File: config.mk
export PLATFORM = sky130hd
export DESIGN_NAME = sequence_serializer
export DESIGN_NICKNAME = d
export VERILOG_FILES = /design/src/rtl/sequence_serializer.sv
export SDC_FILE = /design/constraint.sdc
export NUM_CORES = 1
export LEC_CHECK = 0
export CAP_MARGIN = 10
export CORE_ASPECT_RATIO = 2
export CORE_MARGIN = 3
export CORE_UTILIZATION = 40
export DETAILED_ROUTE_END_ITERATION = 10
export PLACE_DENSITY_LB_ADDON = 0.05
export SLEW_MARGIN = 30
export SYNTH_ARGS = -nofsm -noshare
export SYNTH_HDL_FRONTEND = slang
export SYNTH_SLANG_ARGS = --single-unit
File: constraint.sdc
create_clock -name clk -period 2.3 [get_ports clk]
set_input_delay 0.46 -clock clk [delete_from_list [all_inputs] [get_ports clk]]
set_output_delay 0.46 -clock clk [all_outputs]
set_load 0.02 [all_outputs]
File: src/rtl/sequence_serializer.sv
// rtl/sequence_serializer.sv - word-to-bit serializer with one-deep holding register
// Optional even-parity trailer bit enabled by defining SEQUENCE_SERIALIZER_PARITY_EN.
module sequence_serializer #(
  parameter int WIDTH     = 8,
  parameter bit MSB_FIRST = 1'b1
) (
  input  logic             clk,
  input  logic             reset,
  input  logic [WIDTH-1:0] load_data,
  input  logic             load_valid,
  output logic             load_ready,
  output logic             bit_out,
  output logic             bit_valid,
  output logic             bit_last,
  output logic             busy
);

`ifdef SEQUENCE_SERIALIZER_PARITY_EN
  localparam int FRAME_LEN = WIDTH + 1;
`else
  localparam int FRAME_LEN = WIDTH;
`endif
  localparam int CNT_W = $clog2(FRAME_LEN);

  typedef enum logic {IDLE, SHIFT} state_t;

  state_t             state;
  logic [WIDTH-1:0]   shreg;
  logic [WIDTH-1:0]   hold;
  logic               hold_full;
  logic [CNT_W-1:0]   cnt;

  logic               accept;
  logic               last;
  logic               load_sh;
  logic [WIDTH-1:0]   load_word;
  logic [WIDTH-1:0]   shifted;
  logic               data_bit;

  assign load_ready = ~hold_full;
  assign accept     = load_valid & load_ready;
  assign last       = (state == SHIFT) && (cnt == CNT_W'(FRAME_LEN - 1));

  // The shifter reloads either from idle or on the final bit, preferring the held word.
  assign load_sh   = ((state == IDLE) && accept) || (last && (hold_full || accept));
  assign load_word = hold_full ? hold : load_data;

  assign data_bit = MSB_FIRST ? shreg[WIDTH-1] : shreg[0];
  assign shifted  = MSB_FIRST ? {shreg[WIDTH-2:0], 1'b0} : {1'b0, shreg[WIDTH-1:1]};

`ifdef SEQUENCE_SERIALIZER_PARITY_EN
  logic parity;

  always_ff @(posedge clk or negedge reset) begin
    if (!reset) begin
      parity <= 1'b0;
    end else if (load_sh) begin
      parity <= ^load_word;
    end
  end

  assign bit_out = (state == SHIFT) && ((cnt == CNT_W'(WIDTH)) ? parity : data_bit);
`else
  assign bit_out = (state == SHIFT) && data_bit;
`endif

  assign bit_valid = (state == SHIFT);
  assign bit_last  = last;
  assign busy      = (state == SHIFT) || hold_full;

  always_ff @(posedge clk or negedge reset) begin
    if (!reset) begin
      state     <= IDLE;
      shreg     <= '0;
      hold      <= '0;
      hold_full <= 1'b0;
      cnt       <= '0;
    end else begin
      if (load_sh) begin
        shreg <= load_word;
        cnt   <= '0;
        state <= SHIFT;
      end else if (state == SHIFT) begin
        if (last) begin
          state <= IDLE;
          shreg <= '0;
          cnt   <= '0;
        end else begin
          shreg <= shifted;
          cnt   <= cnt + CNT_W'(1);
        end
      end

      // A word arriving mid-frame parks in the holding register until the frame ends.
      if (last && hold_full) begin
        hold_full <= 1'b0;
      end else if (accept && (state == SHIFT) && !last) begin
        hold      <= load_data;
        hold_full <= 1'b1;
      end
    end
  end

endmodule

After elaboration in Yosys (flattened, before gate mapping)
Cells that the tools add are included.
- add/sub/neg operators: 1
- equal/unequal tests: 1
- bitwise operators: 4
- reductions and logical operators: 14
- mux-type cells: 12
- operators with widths (kind ; number):
    $mux 8 ; 4
    $mux 3 ; 3
    $logic_and 1x1->1 ; 7
    $mux 1 ; 5
    $reduce_bool 2->1 ; 2
    $add 3x1->3 const B ; 1
    $eq 3x3->1 const B ; 1
    $logic_or 1x1->1 ; 3
    $not 1->1 ; 3
    $reduce_and 2->1 ; 1
    $and 1x1->1 ; 1
    $logic_not 1->1 ; 1
- logic and storage cells: 37
- bits in registers: 21
- output and inout port bits: 5
- input port bits: 11

Depth between registers and ports, before layout
Gate-level depths: netlist of the first run.
- depth after elaboration: 6
- depth in mapped cells: 7
- mapped depth without buffers: 6

Worst setup path after synthesis of the first run
OpenSTA, ideal clock, no wires.
- kind: reg-to-reg
- from: register cnt[0]
- to: register hold[0]
- path buffers: 1
- data arrival time: 1.535 ns
- library setup time: 0.125 ns
- setup slack: 0.640 ns
- data required time: 2.175 ns
- stages on the path, launching flop included: 8
- period minus slack after synthesis: 1.660 ns
- path through: dfrtp_1 -> ha_1 -> ha_1 -> buf_6 -> inv_1 -> nand2_2 -> nor2_4 -> mux2_2
- longest elaborated chain between the ends: 5
- elaborated cells between the ends (all ways): 7
- those cells by class: 1 x eq/ne; 1 x bitwise; 5 x reduce/logical
- RTL lines (what ; line ; text):
    start: declaration ; 31 ; logic [CNT_W-1:0] cnt;
    start signal: assignment ; 90 ; cnt <= cnt + CNT_W'(1);
    $eq 3x3->1 (*) ; 42 ; assign last = (state == SHIFT) && (cnt == CNT_W'(FRAME_LEN - 1));
    $logic_and 1x1->1 (*) ; 42 ;
    $logic_not 1->1 or $logic_and 1x1->1 (tied branches) ; 97, 95 ;
    $logic_and 1x1->1 or $not 1->1 (tied branches) ; -- ;
    $reduce_and 2->1 (no line) (*) ; -- ;
    end signal: assignment ; 98 ; hold <= load_data;
    end: declaration ; 29 ; logic [WIDTH-1:0] hold;
Every way passes the cells marked *; elsewhere a longest branch is shown, timed or not.
A chain may end at the register's enable or synchronous reset.

Worst setup path in the final report of the first run
- from: register cnt[0]
- to: output port bit_last
- longest elaborated chain between the ends: 2
- RTL lines (what ; line ; text):
    $eq 3x3->1 ; 42 ;
    $logic_and 1x1->1 ; 42 ;
    end: declaration ; 14 ; output logic bit_last,
Every way passes these cells.

==> results of run 1 <==
[power by group]
group | total, mW | switching (mW) | internal (mW) | leakage, nW
logic | 0.703 | 0.351 | 0.352 | 0.351
clock network | 0.242 | 0.119 | 0.123 | 0.0228
registers | 0.633 | 0.0913 | 0.542 | 0.251
total | 1.58 | 0.561 | 1.02 | 0.624
[routing by layer]
metal	up-vias	global-route usage [%]	share of wire, %
met1	463	21.12	43
met3	2	2.386	2.9
met5	-	0	0
met4	0	6.949	1.1
li1	466	-	-
met2	13	28.22	53
[cells by family after synthesis]
| family | share of synthesized area, % |
|---|---|
| adder cells (fa/ha/maj) | 2.148 |
| AND/OR/NAND/NOR | 13.53 |
| AO/OA/AOI/OAI | 22.77 |
| flip-flops | 45.11 |
| multiplexers | 8.593 |
| buffers and inverters | 7.840 |
[area by class of cell]
type | count | area, µm² | area share [%]
Timing Repair Buffer | 23 | 210.2 | 14.95
Tap cell | 29 | 36.28 | 2.580
Multi-Input combinational cell | 83 | 548.0 | 38.97
Inverter | 11 | 41.29 | 2.936
Sequential cell | 21 | 525.5 | 37.37
Clock buffer | 4 | 45.04 | 3.203
[per-stage QoR]
step / hold slack (ps) / std cells / instance area (µm²)
4_1_cts: 508.2 / 171 / 1406
6_report: 502.5 / 171 / 1406
3_3_place_gp: 485.0 / 167 / 1361
3_5_place_dp: 490.2 / 167 / 1361
2_1_floorplan: 164.4 / 123 / 1165
5_1_grt: 524.4 / 171 / 1406
[state kept, by name, summed over array words and instances (netlist names)]
signal     count
bit_valid      1
cnt            3
hold           8
hold_full      1
shreg          8
[critical path: stages, from the launching register on]
cell,delay [ps]
dfrtp_1,400
ha_1,200
ha_1,200
nand2_1,90
inv_1,50
clkdlybuf4s50_1,530
[final timing paths]
kind	start	end	slack [ps]	cells after the start
worst max-delay path	cnt[0]	bit_last	100	5
worst min-delay path	hold[3]	hold[3]	500	1
worst max register to register	cnt[0]	hold[6]	400	7
worst min register to register	hold[3]	hold[3]	500	1
max in group asynchronous	reset	shreg[4]	1530	2
min in group asynchronous	reset	bit_valid	550	2
[placed cells by master, fill, tap and decap left out]
cell type,instances
a211oi_1,7
a21oi_1,15
a32oi_1,1
and2_1,7
buf_4,8
clkbuf_1,1
clkbuf_8,3
clkdlybuf4s50_1,15
dfrtp_1,21
ha_1,2
inv_1,11
mux2_2,8
mux2i_1,1
nand2_1,12
nand2_2,1
nand2b_4,1
nand3_1,1
nor2_1,3
nor2_4,1
nor2b_1,1
nor2b_2,1
o21ai_0,11
o22ai_1,2
o2bb2ai_1,7
or2_2,1
==> impl_results.md, run 1 <==
* Status: completed
* Mapped Area at 0.001165 mm²
* Num Clock Sinks at 21
* Gpl congestion at 0.7599
* LEAKAGE at 0.6245 nW
* Fill cell count at 276
* Area contributors post-synth: dfrtp_1 (45%), mux2_2 (7.7%), a21oi_1 (6.4%)
* Slew margin rel. at 80.65%
* Initial drt markers at 28
* WL/cell at 15.39 µm
* IO Count at 16
* Post-synth EDFFs at 0
* CTS H-tree depth at 1
* Worst path arrival time at 1740 ps
* Max cap viols at 0
* Synth area leader: dfrtp_1
* DRT antenna net count at 0
* PnR Total Power at 1.579 mW
* CP required at 1840 ps
* Crit path kind: reg -> out
* Placed wire-length estimate at 1.964 mm
* Row count at 27
* PostCTS Resize Cnt at 0
* Number of remaining DRC errors at 0
* Final period utilization at 95.47%
* Final WS setup at 104.1 ps
* Syn Area/Cell at 9.470 µm²
* Power density over the cells at 1123 mW/mm²
* Vias in the first global route at 920
* Worst Skew at 1.231 ps
* Share of cells above drive strength 1 at 16.90%
* Startpoint types: register
* Die footprint at 0.003635 mm²
* Max Slew Vio Count at 0
* CTS Buffer Depth at 2
* Area delta synth->final at 20.73%
* IO buf count at 15
* Setup repair bufs after CTS at 0
* Syn. warnings at 0
* Syn_nets at 136
* Kind of end point of the critical path: output port
* Final setup TNS at 0 ps
* Cts hold-fix bufs at 0
* Gr usage total at 16.82%
* Pre-Repair DR Iteration Count at 4
* Register area share after synthesis at 45.11%
* CTS tree: built
* Final nets at 156
* Fin crit period at 2196 ps
* Grt ovf at 0
* Dpl ws at 265.3 ps
* RSZ-0062 raised after global routing: false
* First-pass GRT wire length at 4.560 mm
* Core ar. at 0.002770 mm²
* Endpoints failing setup at 0
* Clock slew at reported path FFs at 80 ps
* CTS root buf: clkbuf_8
* Yosys top cell area share at 45.11%
* Fmax at 0.4554 GHz
* Initial Utilization at 42.05%
* N_diodes at 0
* Num CTS Buffers at 3
* Die height at 82.32 µm
* Cells after synthesis at 123
* Routed via count at 944
* Async S/R FF share, synth at 100.0%
* Antenna violations before repair at 0
* Worst-skew pair later-pin latency at 250 ps
* Top post-synthesis cells by count: dfrtp_1 (21), a21oi_1 (15), nand2_1 (12)
* Seq cells post-synth at 21
* Cell with the most instances after synthesis: dfrtp_1
* Fin util at 50.77%
* Die Span X at 44.16 µm
* Post-Route WL at 2.631 mm
* Worst slew pin tran at 288.9 ps
* Worst vdd ir at 0.5516 mV
* Top_reg_cell synth: dfrtp_1
* Yosys cell types at 25
* Vias/cell at 5.520
* Crit path max fanout at 3
* Worst Hold Class: reg -> reg
* Pin count of the biggest net entering global routing at 22
* Final hold violations at 0
Note: power is estimated with default switching activity, not from simulation.
==> run 2, diff against run 1 <==
clock period = 2 ns   (was 2.3 ns; I/O delays follow)
==> run 2 against run 1 <==
Effect of this change:
- worst setup slack gained 31 ps
- sequential cell count is the same
- global-route usage grew 1.9 points
- worst hold slack lost 15 ps
==> impl_results.md, run 2 (same netlist as run 1, synthesis figures left out) <==
* Initial Utilization at 42.05%
* Num CTS Buffers at 3
* Status: completed
* Worst-skew pair later-pin latency at 260 ps
* Fin util at 51.49%
* Fmax at 0.5363 GHz
* CTS tree: built
* Critical path's top delay family: buffers and inverters
* Vias in the first global route at 1044
* Gr usage total at 18.73%
* Launch point of the worst reg-to-reg path: cnt[0]
* Pre-Repair DR Iteration Count at 4
* Row count at 27
* R2r setup slk at 240 ps
* Number of remaining DRC errors at 0
* Slew margin rel. at 79.40%
* Die footprint at 0.003635 mm²
* Crit path largest cell delay at 590 ps
* Final WS setup at 135.3 ps
* Worst path bufs/invs at 1
* CP required at 1600 ps
* Final Non-Filler Cells at 174
* Core ar. at 0.002770 mm²
* Pin count of the biggest net entering global routing at 22
* Area delta synth->final at 22.45%
* Share of cells above drive strength 1 at 19.31%
* Initial drt markers at 22
* Endpoints failing setup at 0
* Worst vdd ir at 0.5998 mV
* RR Endpoint: hold[2]
* Final setup TNS at 0 ps
* WL/cell at 16.49 µm
* Startpoint types: register
* Routed via count at 979
* IO Count at 16
* Post-route cell area at 0.001426 mm²
* Worst Skew at 2.021 ps
* Num Clock Sinks at 21
* Clock slew at reported path FFs at 80 ps
* N_diodes at 0
* Dpl ws at 102.7 ps
* RSZ-0062 raised after global routing: false
* Max Slew Vio Count at 0
* CTS root buf: clkbuf_8
* Vias/cell at 5.626
* Worst Hold Class: in -> async
* Worst slew pin tran at 307.7 ps
* Worst path arrival time at 1460 ps
* Gpl congestion at 0.7647
* Placed insts at 170
* Max cap viols at 0
* Placed wire-length estimate at 2.082 mm
* DRT antenna net count at 0
* CTS Buffer Depth at 2
* Commonest cells after routing, fill and taps aside: dfrtp_1 (21), a21oi_1 (15), clkdlybuf4s50_1 (13), nand2_1 (12)
* Die Span X at 44.16 µm
* Die height at 82.32 µm
* Kind of end point of the critical path: output port
* IO buf count at 15
* Most common cell after layout, fill and taps aside: dfrtp_1
* Crit path kind: reg -> out
* Worst path cell trace: and2_1, clkdlybuf4s50_1
* First-pass GRT wire length at 4.905 mm
* Final nets at 159
* Antenna violations before repair at 0
* Crit path max fanout at 7
* Grt ovf at 0
* Post-Route WL at 2.870 mm
* Largest regs: hold x8, shreg x8, cnt x3
* CTS H-tree depth at 1
* Power density over the cells at 1294 mW/mm²
* Worst path slowest cell: clkdlybuf4s50_1
* LEAKAGE at 0.6393 nW
* Final period utilization at 93.24%
* Reg2reg path depth at 6
* DP Area at 0.001384 mm²
* Final hold violations at 0
* Fin crit period at 1865 ps
==> run 2: cell types whose count changed in the layout (fill, tap and decap cells not counted), sizes merged <==
| cell | change |
|---|---|
| dlymetal6s2s | +1 |
| clkdlybuf4s50 | -2 |
| clkbuf | +1 |
| buf | +3 |
==> run 2: layout make-up <==
class                      instances  area, µm²
tap                               29      36.28
inverter                          11      41.29
timing repair buffer              26      230.2
multi-input combinational         83      548.0
clock buffer                       4      45.04
fill                             268       1344
sequential                        21      525.5
==> run 2: routing by layer <==
metal	share of wire, %	routed length, µm	global-route usage, %	vias up
li1	-	-	-	473
met2	55	1567	34.36	12
met4	2.6	75	10.57	0
met3	1.6	46	1.952	6
met1	41	1180	19.92	488
met5	0	0	0	-
==> run 2: worst max path at each step <==
stage          cells past startpoint        to        from  slack [ps]
3_3_place_gp                       4   hold[5]  load_valid         130
6_report                           2   bit_out   bit_valid         140
5_1_grt                            2   bit_out   bit_valid          60
2_1_floorplan                      7   hold[0]      cnt[0]         340
4_1_cts                            5  bit_last      cnt[0]          20
3_5_place_dp                       5  bit_last      cnt[0]         100
==> run 2: what timing repair did <==
| item | 4_1_cts | 5_1_grt |
|---|---|---|
| hold buffers | 0 | 0 |
| setup buffers | 0 | 0 |
| resized for setup | 1 | 3 |
| endpoints found under the setup margin | 1 | 2 |
| pin swaps | 0 | 0 |
==> run 2: power by group <==
part | switching (mW) | internal, mW
Combinational | 0.413 | 0.416
Clock | 0.141 | 0.142
Sequential | 0.111 | 0.623
Total | 0.664 | 1.18
==> run 2: per-stage QoR <==
| stage | hold WS (ps) | power [mW] |
|---|---|---|
| 5_1_grt | 507.1 | 2.002 |
| 4_1_cts | 499.0 | 1.867 |
| 2_1_floorplan | 104.4 | 1.301 |
| 6_report | 487.1 | 1.846 |
| 3_5_place_dp | 490.2 | 1.581 |
| 3_3_place_gp | 484.7 | 1.560 |
==> run 2: worst register-to-register path, cell delays in order (launching register included) <==
cell and delay (ps):
dfrtp_1 410, ha_1 210, ha_1 220, inv_1 100
nand2_2 90, nor2_4 250, mux2_2 370
==> run 3, diff against run 2 <==
clock period = 1.7 ns   (was 2 ns; I/O delays follow)
==> run 3 against run 2 <==
Effect of this change:
- wire length up 7.3%
- register-to-register slack worse by 220 ps
- critical path depth grew 6
- cell area is 14% higher
- largest power group unchanged
- count of clock-buffer cells in the layout fell by 1
- power up 34%
- worst setup slack lost 110 ps
- largest cell class unchanged
- sequential cell count stayed put
- clock power is 17% higher
- clock skew rose by 3.1 ps
- die area is the same
- final cell count rose by 8.6%
==> impl_results.md, run 3 (same netlist as run 1, synthesis figures left out) <==
* Initial drt markers at 14
* RR Endpoint: hold[4]
* R2r setup slk at 20 ps
* Kind of end point of the critical path: register
* CP Capture Point: hold[4]
* Final period utilization at 98.58%
* Startpoint types: register
* Vias/cell at 5.497
* Crit path max fanout at 6
* Area delta synth->final at 38.99%
* Cts hold-fix bufs at 0
* Endpoints failing setup at 0
* Initial Utilization at 42.05%
* Gpl congestion at 0.8537
* Power density over the cells at 1534 mW/mm²
* Worst slew pin tran at 280.1 ps
* Worst vdd ir at 0.6993 mV
* Commonest cells after routing, fill and taps aside: buf_4 (22), dfrtp_1 (21), a21oi_1 (15), nand2_1 (12), o21ai_0 (11)
* Post-route cell area at 0.001619 mm²
* N_diodes at 0
* First-pass GRT wire length at 5.237 mm
* Fmax at 0.5967 GHz
* CTS Buffer Depth at 2
* Largest regs: hold x8, shreg x8, cnt x3
* Die height at 82.32 µm
* Slew margin rel. at 81.33%
* Status: completed
* Clock slew at reported path FFs at 80 ps
* CTS tree: built
* Met1 Track Usage GR at 22.13%
* Worst path arrival time at 1820 ps
* Die Span X at 44.16 µm
* Final setup TNS at 0 ps
* Most common cell after layout, fill and taps aside: buf_4
* Worst-skew pair later-pin latency at 260 ps
* Num Clock Sinks at 21
* Num CTS Buffers at 3
* Final hold violations at 0
* Launch point of the worst reg-to-reg path: cnt[0]
* GRT busiest layer: met2
* Row count at 27
* Grt ovf at 0
* Routing usage on met3 at 2.603%
* Pre-Repair DR Iteration Count at 4
* Worst hold slack at 425.6 ps
* Worst Setup SP: cnt[0]
* Fin crit period at 1676 ps
* Crit path kind: reg -> reg
* Pin count of the biggest net entering global routing at 22
* Gr usage total at 19.62%
* Max Slew Vio Count at 0
* DRT antenna net count at 0
* CTS H-tree depth at 1
* Reg2reg path depth at 8
* Routed via count at 1039
* Max cap viols at 0
* Worst Hold Class: in -> async
* Fin util at 58.45%
* Number of remaining DRC errors at 0
* WL/cell at 16.29 µm
* IO buf count at 15
* LEAKAGE at 0.7510 nW
* Die footprint at 0.003635 mm²
* DP Area at 0.001456 mm²
* Antenna violations before repair at 0
* Share of cells above drive strength 1 at 29.38%
* Vias in the first global route at 1120
* PnR Total Power at 2.483 mW
* Final nets at 174
* Global routing usage on met2 at 34.65%
* CTS root buf: clkbuf_8
* IO Count at 16
* Worst Skew at 5.156 ps
* RSZ-0062 raised after global routing: true
* Core ar. at 0.002770 mm²
* Placed wire-length estimate at 2.144 mm
* CP required at 1850 ps
* Post-Route WL at 3.079 mm
## run 3: report_power, final
part	internal (mW)	switching [mW]	leakage, nW
registers	0.734	0.129	0.251
logic	0.716	0.572	0.475
clock network	0.163	0.168	0.0255
## run 3: cell type report
cell class	count	area (µm²)
sequential	21	525.5
clock inverter	1	5.005
clock buffer	3	41.29
inverter	11	43.79
multi-input combinational	83	598.1
tap	29	36.28
timing repair buffer	41	369.1
fill	257	1151
## run 3: timing repair
action / CTS / global route
pin swaps: 3 / 3
gates resized for setup: 22 / 3
buffers inserted: 6 / 1
cloned: 0 / 0
endpoints found under the setup margin: 13 / 9
## run 3: worst min-delay path by stage
stage	from	endpoint	slack [ps]
after floorplan	reset	bit_valid	40
after global placement	hold[2]	hold[2]	480
after detailed placement	hold[3]	hold[3]	490
after CTS	reset	hold[0]	430
after global routing	reset	hold[0]	440
final	reset	shreg[0]	430
## run 3: per-stage QoR
stage | worst slack, ps | cells
floorplan | 39.86 | 123
global placement | -92.14 | 178
detailed placement | -160.1 | 178
CTS | -8.381 | 188
global route | -36.05 | 189
finish | 24.18 | 189
## run 3: layer usage
| metal | vias to the layer above | share of wire, % |
|---|---|---|
| met2 | 26 | 53 |
| li1 | 501 | - |
| met3 | 12 | 2.4 |
| met5 | - | 0 |
| met4 | 0 | 3.8 |
| met1 | 500 | 41 |
## run 3: worst max-delay path, stage by stage (launching register included)
cell,delay [ps]
dfrtp_1,390
ha_2,210
ha_4,170
buf_6,120
inv_4,50
nand2_4,50
nor2_4,120
buf_12,140
mux2_4,300
